`src/rtl/instr_fetch_queue_pkg.sv`:
```
// Shared types and constants for the instruction fetch queue.
// The top level is configured with the INSTR_FETCH_BYPASS_EN macro.
package instr_fetch_queue_pkg;

  localparam int XLEN    = 32;
  localparam int ILEN    = 32;
  localparam int ENTRY_W = XLEN + ILEN;

  localparam logic [ILEN-1:0] NOP_INSTR = 32'h0000_0013;

  typedef struct packed {
    logic [XLEN-1:0] pc;
    logic [ILEN-1:0] instr;
  } fetch_entry_t;

  function automatic logic [XLEN-1:0] word_align(input logic [XLEN-1:0] addr);
    return {addr[XLEN-1:2], 2'b00};
  endfunction

endpackage

```
`src/rtl/instr_fetch_queue_fifo.sv`:
```
// In-order storage for fetched {pc, instr} entries with a single-cycle flush.
// Callers guarantee no push when full and no pop when empty.
module fetch_fifo #(
  parameter int DEPTH = 4,
  parameter int WIDTH = 64,
  localparam int AW   = $clog2(DEPTH),
  localparam int CW   = AW + 1
) (
  input  logic             clk,
  input  logic             rst_n,
  input  logic             i_push,
  input  logic [WIDTH-1:0] i_push_data,
  input  logic             i_pop,
  input  logic             i_flush,
  output logic [CW-1:0]    o_count,
  output logic [WIDTH-1:0] o_head
);

  logic [WIDTH-1:0] r_mem [DEPTH];
  logic [AW-1:0]    r_rd_ptr;
  logic [AW-1:0]    r_wr_ptr;
  logic [CW-1:0]    r_count;

  // NOTE: sequential state uses non-blocking assignments so every register
  // samples the pre-edge values of the others, independent of block order.
  always_ff @(posedge clk) begin
    if (!rst_n || i_flush) begin
      r_rd_ptr <= '0;
      r_wr_ptr <= '0;
      r_count  <= '0;
    end else begin
      if (i_push) r_wr_ptr <= r_wr_ptr + 1'b1;
      if (i_pop)  r_rd_ptr <= r_rd_ptr + 1'b1;
      case ({i_push, i_pop})
        2'b10:   r_count <= r_count + 1'b1;
        2'b01:   r_count <= r_count - 1'b1;
        default: r_count <= r_count;
      endcase
    end
  end

  // NOTE: the storage is reset because the head drives out_pc/out_instr
  // directly and those must read zero out of reset; a flush leaves it intact.
  always_ff @(posedge clk) begin
    if (!rst_n) begin
      for (int i = 0; i < DEPTH; i++) r_mem[i] <= '0;
    end else if (i_push && !i_flush) begin
      r_mem[r_wr_ptr] <= i_push_data;
    end
  end

  assign o_count = r_count;
  assign o_head  = r_mem[r_rd_ptr];

endmodule

```
`src/rtl/instr_fetch_queue.sv`:
```
// Fetch unit: issues word reads, queues {pc, instr} for decode, flushes on redirect.
// Define INSTR_FETCH_BYPASS_EN to forward a response straight to decode when the queue is empty.
module instr_fetch_queue
  import instr_fetch_queue_pkg::*;
#(
  parameter int          DEPTH    = 4,
  parameter logic [31:0] RESET_PC = 32'h0000_0000
) (
  input  logic        clk,
  input  logic        rst_n,
  output logic        imem_req,
  output logic [31:0] imem_addr,
  input  logic [31:0] imem_rdata,
  input  logic        redirect_valid,
  input  logic [31:0] redirect_pc,
  output logic        out_valid,
  input  logic        out_ready,
  output logic [31:0] out_pc,
  output logic [31:0] out_instr
);

  localparam int            CW      = $clog2(DEPTH) + 1;
  localparam logic [CW:0]   DEPTH_W = (CW + 1)'(DEPTH);

  logic [XLEN-1:0] r_fetch_pc;
  logic [XLEN-1:0] r_inflight_pc;
  logic            r_inflight;
  logic            r_drop;

  logic [CW-1:0]   w_count;
  logic [CW:0]     w_occupancy;
  logic            w_fifo_empty;
  logic            w_issue;
  logic            w_resp_valid;
  logic            w_bypass;
  logic            w_push;
  logic            w_pop;
  fetch_entry_t    w_push_entry;
  fetch_entry_t    w_head;

  // Outstanding requests reserve a slot so a response never finds the queue full.
  assign w_occupancy  = {1'b0, w_count} + (CW + 1)'(r_inflight);
  assign w_fifo_empty = (w_count == '0);
  assign w_issue      = rst_n && !redirect_valid && (w_occupancy < DEPTH_W);
  assign w_resp_valid = rst_n && r_inflight && !r_drop && !redirect_valid;

`ifdef INSTR_FETCH_BYPASS_EN
  assign w_bypass = w_fifo_empty && w_resp_valid;
`else
  assign w_bypass = 1'b0;
`endif

  assign w_push       = w_resp_valid && !(w_bypass && out_ready);
  assign w_pop        = rst_n && !w_fifo_empty && out_ready && !redirect_valid;
  assign w_push_entry = '{pc: r_inflight_pc, instr: imem_rdata};

  always_ff @(posedge clk) begin
    if (!rst_n) begin
      r_fetch_pc    <= RESET_PC;
      r_inflight_pc <= '0;
      r_inflight    <= 1'b0;
      r_drop        <= 1'b0;
    end else begin
      r_inflight <= w_issue;
      // Marks any response still owed to the pre-flush stream as stale.
      r_drop     <= redirect_valid;
      if (redirect_valid) begin
        r_fetch_pc <= word_align(redirect_pc);
      end else if (w_issue) begin
        r_inflight_pc <= r_fetch_pc;
        r_fetch_pc    <= r_fetch_pc + 32'd4;
      end
    end
  end

  fetch_fifo #(
    .DEPTH (DEPTH),
    .WIDTH (ENTRY_W)
  ) u_fifo (
    .clk         (clk),
    .rst_n       (rst_n),
    .i_push      (w_push),
    .i_push_data (w_push_entry),
    .i_pop       (w_pop),
    .i_flush     (redirect_valid),
    .o_count     (w_count),
    .o_head      (w_head)
  );

  assign imem_req  = w_issue;
  assign imem_addr = r_fetch_pc;
  assign out_valid = rst_n && (!w_fifo_empty || w_bypass);
  assign out_pc    = w_bypass ? r_inflight_pc : w_head.pc;
  assign out_instr = w_bypass ? imem_rdata    : w_head.instr;

endmodule

```
`config.mk`:
```
export PLATFORM = sky130hd
export DESIGN_NAME = instr_fetch_queue
export DESIGN_NICKNAME = d
export VERILOG_FILES = /design/src/rtl/instr_fetch_queue_pkg.sv /design/src/rtl/instr_fetch_queue_fifo.sv /design/src/rtl/instr_fetch_queue.sv
export SDC_FILE = /design/constraint.sdc
export NUM_CORES = 1
export LEC_CHECK = 0
export BUFFER_PORTS_ARGS = -buffer_cell sky130_fd_sc_hd__buf_4
export CORE_MARGIN = 3
export CORE_UTILIZATION = 50
export CTS_CLUSTER_DIAMETER = 150
export DETAILED_ROUTE_END_ITERATION = 7
export PLACE_DENSITY = 0.7
export SYNTH_ARGS = -nofsm -noshare
export SYNTH_HDL_FRONTEND = slang
export SYNTH_HIERARCHICAL = 1
export SYNTH_SLANG_ARGS = --single-unit
export TNS_END_PERCENT = 5
```
`constraint.sdc`:
```
create_clock -name clk -period 9.2 [get_ports clk]
set_input_delay 1.84 -clock clk [delete_from_list [all_inputs] [get_ports clk]]
set_output_delay 1.84 -clock clk [all_outputs]
set_load 0.01 [all_outputs]
```
# Word level (Yosys, flattened, before mapping)
# Memories as Yosys holds them, arrays and structs flattened. A register that Yosys moved wholly into a read port is not among the register bits.
# Cells that the tools add are included.
# Widths: inputs -> output; s select.
# totals
reg_bits,73
ram_bits,256
in_bits,68
output_inout_bits,98
n_memories,1
# classes
add_sub_neg,6
n_lt_le_gt_ge,1
n_eq_ne,2
n_mux,12
bitwise_logic,2
n_reduce_logical,20
# mem_list
memory,words,width,read_ports,rd_ports_with_merged_regs,write_ports,line,source
u_fifo.r_mem,4,64,1,1,4,instr_fetch_queue_fifo.sv:19,logic [WIDTH-1:0] r_mem [DEPTH];
# op_table
op,count
$mux 32,2
$mux 64,1
$reduce_or 64->1,1
$add 32x3->32 const B,1
$logic_and 1x1->1,9
$mux 2,3
$pmux 3 s2,1
$mux 1,5
$add 2x1->2 const B,2
$add 3x1->4,1
$logic_not 1->1,4
$lt 4x3->1 const B,1
$reduce_bool 2->1,2
$add 3x1->3 const B,1
$logic_not 3->1,1
$sub 3x1->3 const B,1
$eq 2x1->1 const B,1
$eq 2x2->1 const B,1
$not 1->1,2
$reduce_and 2->1,1
$reduce_or 2->1,1
$logic_or 1x1->1,1

# Depth between registers and ports, before layout
# Gate-level depths: netlist of the first run.
# logic_depth
word_depth,9
mapped_depth,10

# Modules after synthesis
# Netlist of the first run, hierarchy kept.
# by_module_without_submodules
mod,instances,cells_per_inst,area_per_inst_um2
fetch_fifo,1,738,11222.0
instr_fetch_queue,1,385,2991.6

# Worst setup path after synthesis of the first run
# OpenSTA, ideal clock, no wires.
# synth_path
path_type,input to register
startpoint,in redirect_valid
endpoint,"mem u_fifo.r_mem[1][0], enable pin"
setup_ns,0.424
t_arrival_ns,4.217
t_required_ns,8.776
path_slack_ns,4.559
stages,8
path_buffers,3
path_cell_list,nand2b_1 > nor3b_1 > buf_4 > and2b_1 > nand3_1 > buf_4 > buf_6 > nand2_1
# synth_lines
item,line,source
from (decl),instr_fetch_queue.sv:14,"input logic redirect_valid,"
to (decl),instr_fetch_queue_fifo.sv:19,

# Worst setup path after layout of the first run
# layout_path
startpoint,in rst_n
endpoint,out imem_req
# layout_via
elab_chain_cells,2
# layout_lines
item,line,source
from (decl),instr_fetch_queue.sv:10,"input logic rst_n,"
$logic_and 1x1->1 (2 in series),instr_fetch_queue.sv:44,assign w_issue = rst_n && !redirect_valid && (w_occupancy < DEPTH_W);
to (decl),instr_fetch_queue.sv:11,"output logic imem_req,"
# Every way passes these cells.

==> results.sh, run 1 <==
export IMPL_die_y_um=175
export IMPL_start_util_pct=50.9
export IMPL_start_kind="input port"
export IMPL_cts_buffer_depth=3
export IMPL_cp_top_family="buffers and inverters"
export IMPL_max_freq_mhz=176
export IMPL_wl_mm=31.4
export IMPL_num_rows=61
export IMPL_slew_limit_headroom_pct=24.1
export IMPL_grt_util_all_layers_pct=20.3
export IMPL_portBuffers=161
export IMPL_cts_sinks=327
export IMPL_cpPeakStageDelay_ns=0.65
export IMPL_wl_per_cell_um=19.0
export IMPL_worstMarginPinSlew_ns=1.14
export IMPL_cp_common_cell="buf_4"
export IMPL_maxCapViolCount=0
export IMPL_grt_pass1_vias=8992
export IMPL_synthesis_area_um2=14200
export IMPL_finClkSkew_ns=0.0219
export IMPL_finalCritPeriodShare_pct=61.8
export IMPL_combPwrFrac_pct=5.5
export IMPL_switching_share_pct=21.7
export IMPL_synthTopCellsByArea="edfxtp_1, dfxtp_1, mux4_2"
export IMPL_drc_errors=0
export IMPL_post_cts_buffers=0
export IMPL_ys_types=51
export IMPL_clkTransAtPathRegs_ns=0.06
export IMPL_outcome="finished, final reports clean"
export IMPL_grt_pass1_wl_mm=49.3
export IMPL_gr_total_overflow=0
export IMPL_p_leak_nw=5.80
export IMPL_p_total_mw=3.27
export IMPL_holdBufCountCts=0
export IMPL_path_cells="buf_4 -> nand2b_1 -> or3_4 -> inv_1 -> buf_4 -> buf_4"
export IMPL_hpwl_mm=17.1
export IMPL_cts_resized=0
export IMPL_slowest_stage="or3_4"
export IMPL_io_pins=166
export IMPL_dieArea_um2=30500
export IMPL_num_antenna_cells=0
export IMPL_setup_tns_ns=0
export IMPL_cp_max_fo=75
export IMPL_die_width_um=175
export IMPL_viasPerCell=5.52
export IMPL_hold_path_class="register to register"
export IMPL_yosysMostFrequentCell="edfxtp_1"
export IMPL_finalHoldViolCount=0
export IMPL_avgSynthCellArea_um2=12.7
export IMPL_p_per_area_nw_per_um2=196
export IMPL_clkLatencyLatePin_ns=0.52
export IMPL_pre_cts_ws_ns=3.53
export IMPL_seq_power_share_pct=51.1
export IMPL_cts_root_buf="clkbuf_16"
export IMPL_via_count=9142
export IMPL_seq_area_frac_synth_pct=64.1
export IMPL_worstSetupEndpointType="primary output"
export IMPL_required_ns=7.36
export IMPL_drtIter0Drc=734
export IMPL_setup_viol=0
export IMPL_postSynthCellCount=1123
export IMPL_coreArea_um2=27900
export IMPL_worst_path_buf_inv=4
export IMPL_synthAdderAreaFrac_pct=0.317
export IMPL_arrival_ns=3.85
export IMPL_num_nets_final=1323
export IMPL_synth_mux_area_fraction_pct=10.5
export IMPL_syn_to_final_growth_pct=17.3
export IMPL_synth_compound_area_share_pct=4.28
export IMPL_switchingPower_mw=0.709
export IMPL_gp_congestion=0.768
export IMPL_netlist_top_cells_count="edfxtp_1, nor2_1, nand2_1"
export IMPL_layout_drive_gt1_share_pct=26.9
export IMPL_p_int_mw=2.56
export IMPL_slew_violations=0
export IMPL_async_flop_share_pct=0
export IMPL_ys_flop_type="edfxtp_1"
export IMPL_synth_top_area_share_pct=54.1
export IMPL_numCtsBuffers=35
export IMPL_fin_ws_ns=3.51
export IMPL_synth_top_family_by_area="simple AND/OR/NAND/NOR gates"
export IMPL_rsz0062_at_grt="false"
export IMPL_p_clk_share_pct=43.4
export IMPL_ir_worst_vdd_mv=0.109
export IMPL_drtAntennaViolNets=0
export IMPL_drt_pass1_iter_count=5
export IMPL_yosysTopAreaCell="edfxtp_1"
export IMPL_antenna_found_initial=0
export IMPL_synth_xor_xnor_area_share_pct=1.05
export IMPL_synth_edff_count=256
export IMPL_grt_max_degree=76
export IMPL_period_minus_slack_ns=5.69
export IMPL_fin_cells=1657
export IMPL_placedCellCount=1593
export IMPL_synthSimpleGateAreaFrac_pct=15.7
export IMPL_path_class="input port to primary output"
export IMPL_ys_warn_count=6
export IMPL_htree_num_levels=2
export IMPL_ys_seq_elements=327
export IMPL_cts_tree="built"
power by group through the flow:
stage / Clock [mW] / Sequential, mW / Combinational (mW)
2_1_floorplan: 0 / 1.69 / 0.0975
3_3_place_gp: 0 / 1.70 / 0.179
3_5_place_dp: 0 / 1.70 / 0.179
4_1_cts: 1.45 / 1.67 / 0.180
5_1_grt: 1.51 / 1.67 / 0.194
6_report: 1.42 / 1.67 / 0.178
layout by cell type (no fill, tap or decap), types with 13 or more instances in the layout:
master,Yosys,routed
dfxtp_1,71,69
o21ai_0,13,13
nor2_1,234,234
mux4_2,60,60
inv_1,14,14
nor2_2,40,40
clkbuf_16,0,36
nand4_1,19,19
nand2_1,152,146
a21oi_1,55,55
buf_4,7,169
edfxtp_1,256,256
final timing paths:
path                         start                  end  slack, ns  cells past startpoint
setup / recovery             rst_n             imem_req       3.51                      6
hold / removal    r_inflight_pc[7]     r_inflight_pc[7]       0.45                      2
setup reg to reg        r_inflight  u_fifo/r_mem[1][22]       5.80                      5
hold reg to reg   r_inflight_pc[7]     r_inflight_pc[7]       0.45                      2
worst reg2reg max path: cells and delay by family (launching register included):
kind	cells	cell delay, ns
simple gates	4	2.22
flops	1	0.32
buf+inv	1	0.46
layout make-up:
cell class | instances | area (um^2)
clock inverter | 22 | 235
timing repair buffer | 169 | 1270
tap | 378 | 473
sequential | 327 | 9120
inverter | 14 | 52.6
multi-input combinational | 705 | 4600
clock buffer | 42 | 935
fill | 2284 | 11300
kinds of logic after synthesis:
family                     Yosys count
other                                1
and+or+nand+nor                    509
xor gates and xnor gates            17
AOI/OAI and AO/OA                  105
buffers and inverters               94
DFF                                327
adders and majority gates            3
muxes                               67
metal layers:
| layer | routed length (um) | GRT usage (%) | share of wire, % |
|---|---|---|---|
| met1 | 13600 | 29.2 | 43 |
| met2 | 14800 | 32.4 | 47 |
| met3 | 2450 | 3.82 | 7.8 |
| met4 | 637 | 5.35 | 2.0 |
| met5 | 0 | 0 | 0 |
state kept, by name (all words and copies together) (netlist names), named ones only:
| name | cells |
|---|---|
| u_fifo/o_count | 3 |
| r_inflight | 1 |
| u_fifo/r_mem | 256 |
| u_fifo/r_wr_ptr | 2 |
| r_drop | 1 |
| r_inflight_pc | 30 |
| imem_addr | 30 |
| u_fifo/r_rd_ptr | 2 |
metrics by stage:
step	cell area (um^2)	utilization (%)	hold slack, ns
floorplan	14200	-	0.436
global route	16700	59.7	0.473
CTS	16700	59.7	0.456
global placement	15500	55.5	0.445
detailed placement	15500	55.5	0.448
finish	16700	59.7	0.455
Power figures use the tool's default switching activity.
==> run 2, diff against run 1 <==
- ABC_AREA: default -> 1
- PLACE_DENSITY: 0.7 -> 0.72
- clock period: 9.2 -> 5 ns (I/O delays scaled with it)
==> results.sh, run 2 <==
export IMPL_outcome="finished, final reports clean"
export IMPL_via_count=11300
export IMPL_grt_util_all_layers_pct=22.1
export IMPL_finalCritPeriodShare_pct=76.8
export IMPL_slew_violations=0
export IMPL_start_kind="register"
export IMPL_numCtsBuffers=35
export IMPL_rr_startpoint="r_inflight"
export IMPL_finClkSkew_ns=0.0121
export IMPL_fin_area_um2=17600
export IMPL_setup_tns_ns=0
export IMPL_async_flop_share_pct=0
export IMPL_fin_cells=2170
export IMPL_syn_to_final_growth_pct=16.8
export IMPL_drt_pass1_iter_count=6
export IMPL_netlist_top_cells_count="nor2_1, edfxtp_1, nand2_1"
export IMPL_maxCapViolCount=0
export IMPL_synthTopCellsByArea="edfxtp_1, dfxtp_1, nor2_1"
export IMPL_setup_viol=0
export IMPL_rsz0062_at_grt="false"
export IMPL_die_y_um=179
export IMPL_antenna_found_initial=0
export IMPL_synth_edff_count=256
export IMPL_drc_errors=0
export IMPL_io_pins=166
export IMPL_num_rows=62
export IMPL_cts_root_buf="clkbuf_16"
export IMPL_coreArea_um2=29200
export IMPL_gr_total_overflow=0
export IMPL_seq_area_frac_synth_pct=60.6
export IMPL_start_util_pct=51.5
export IMPL_hold_path_class="register to register"
export IMPL_cts_resized=0
export IMPL_p_per_area_nw_per_um2=336
export IMPL_multi_input_area_um2=4690
export IMPL_cts_sinks=327
export IMPL_hold_path_depth=1
export IMPL_max_freq_mhz=260
export IMPL_wl_met2_mm=17.0
export IMPL_portBuffers=161
export IMPL_layout_drive_gt1_share_pct=19.0
export IMPL_synthesis_area_um2=15000
export IMPL_final_common_cell="nor2_1"
export IMPL_drt_met1_wl_mm=15.1
export IMPL_highest_layer="met4"
export IMPL_htree_num_levels=2
export IMPL_ir_worst_vdd_mv=0.183
export IMPL_yosysTopAreaCell="edfxtp_1"
export IMPL_dr_wl_met3_mm=2.46
export IMPL_place_area_um2=16500
export IMPL_viasPerCell=5.22
export IMPL_worstSetupEndpointType="primary output"
export IMPL_cts_tree="built"
export IMPL_hpwl_mm=20.9
export IMPL_grt_pass1_vias=11000
export IMPL_dieArea_um2=32200
export IMPL_largest_reg_flops=256
export IMPL_hold_start="u_fifo/r_rd_ptr[1]"
export IMPL_num_antenna_cells=0
export IMPL_ff2ff_path_depth=7
export IMPL_avgSynthCellArea_um2=9.19
export IMPL_p_leak_nw=7.43
export IMPL_cts_buffer_depth=3
export IMPL_period_minus_slack_ns=3.84
export IMPL_reg2reg_slack_ns=2.80
export IMPL_ys_warn_count=6
export IMPL_mostFrequentLayoutCells="nor2_1, edfxtp_1, nand2_1"
export IMPL_slew_limit_headroom_pct=29.0
export IMPL_wl_mm=35.4
export IMPL_reg2reg_to="u_fifo/r_mem[1][40]"
export IMPL_yosysMostFrequentCell="nor2_1"
export IMPL_holdBufCountCts=0
export IMPL_ys_flop_type="edfxtp_1"
export IMPL_gp_congestion=0.900
export IMPL_required_ns=4.00
export IMPL_synth_top_area_share_pct=51.2
export IMPL_fill_cells=2496
export IMPL_die_width_um=179
export IMPL_postSynthCellCount=1635
export IMPL_drtIter0Drc=794
export IMPL_ys_seq_elements=327
export IMPL_clkLatencyLatePin_ns=0.51
export IMPL_arrival_ns=2.84
export IMPL_post_cts_buffers=0
export IMPL_cp_max_fo=89
export IMPL_wl_per_cell_um=16.3
export IMPL_largest_register="u_fifo/r_mem"
export IMPL_drtAntennaViolNets=0
export IMPL_path_class="register to primary output"
export IMPL_worstMarginPinSlew_ns=1.06
export IMPL_finalHoldViolCount=0
export IMPL_num_nets_final=1834
export IMPL_grt_max_degree=99
export IMPL_clkTransAtPathRegs_ns=0.06
export IMPL_placedCellCount=2110
export IMPL_seqCellArea_um2=9110
export IMPL_grt_pass1_wl_mm=56.2
export IMPL_ys_types=35
-- run 2: changes by cell type in the layout (fill, tap and decap cells not counted), sizes merged, moves of 10 or more --
cell | previous run | this run
inv | 16 | 217
nor2 | 274 | 426
o21ai | 14 | 162
nand2 | 152 | 226
mux4 | 64 | 0
o22ai | 11 | 64
nand3 | 9 | 53
a21oi | 55 | 24
nand4 | 19 | 6
clkbuf | 42 | 52
nor2b | 10 | 0
-- run 2: how the worst max path moves through the flow --
stage	slack (ns)	from	end
detailed placement	1.29	redirect_valid	u_fifo/r_mem[1][28]
global route	0.93	register	out_pc[13]
global placement	1.33	redirect_valid	u_fifo/r_mem[1][27]
floorplan	0.06	redirect_valid	u_fifo/r_mem[2][0]
CTS	1.12	register	out_pc[13]
finish	1.16	register	out_pc[13]
-- run 2: metal layers --
metal | GRT usage (%) | up-vias
met4 | 6.77 | 0
met3 | 3.20 | 66
li1 | - | 5599
met2 | 37.7 | 409
met1 | 29.6 | 5252
met5 | 0 | -
-- run 2: logic make-up after synthesis --
group / Yosys count / synth area share [%]
adder cells (fa/ha/maj): 3 / 0.300
flip-flops: 327 / 60.6
buffers and inverters: 308 / 8.65
other: 1 / 0.0250
AO/OA/AOI/OAI: 264 / 9.54
AND/OR/NAND/NOR: 729 / 20.7
XOR/XNOR: 3 / 0.175
-- run 2: final cells by class --
cell class              count  area share (%)
multi-input cells        1005            26.7
clock inverters             8           0.449
repair buffers            178            7.83
inverters                 216            4.63
clock buffers              52            5.74
well taps                 384            2.74
flip-flops and latches    327            51.9
-- run 2: critical path, cell delays in order, from the launching register on --
cell,delay (ns)
dfxtp_4,0.44
inv_4,0.64
buf_4,0.51
o21ai_0,0.17
o22ai_1,0.34
buf_4,0.19
-- run 2: power breakdown --
group          switching, mW  total, mW  leakage, nW  internal (mW)
Clock                  0.996       2.44        0.529           1.45
Combinational          0.225      0.365         3.68          0.140
Sequential            0.0608       3.09         3.21           3.03
-- run 2: per-stage QoR --
step           setup WS [ns]  util (%)  hold slack (ns)  power, mW
6_report                1.16      60.2            0.448       5.90
5_1_grt                0.931      60.2            0.468       6.12
4_1_cts                 1.12      60.2            0.440       5.95
3_5_place_dp            1.29      56.5            0.421       3.51
3_3_place_gp            1.33      56.5            0.420       3.51
2_1_floorplan         0.0606         -            0.412       3.34
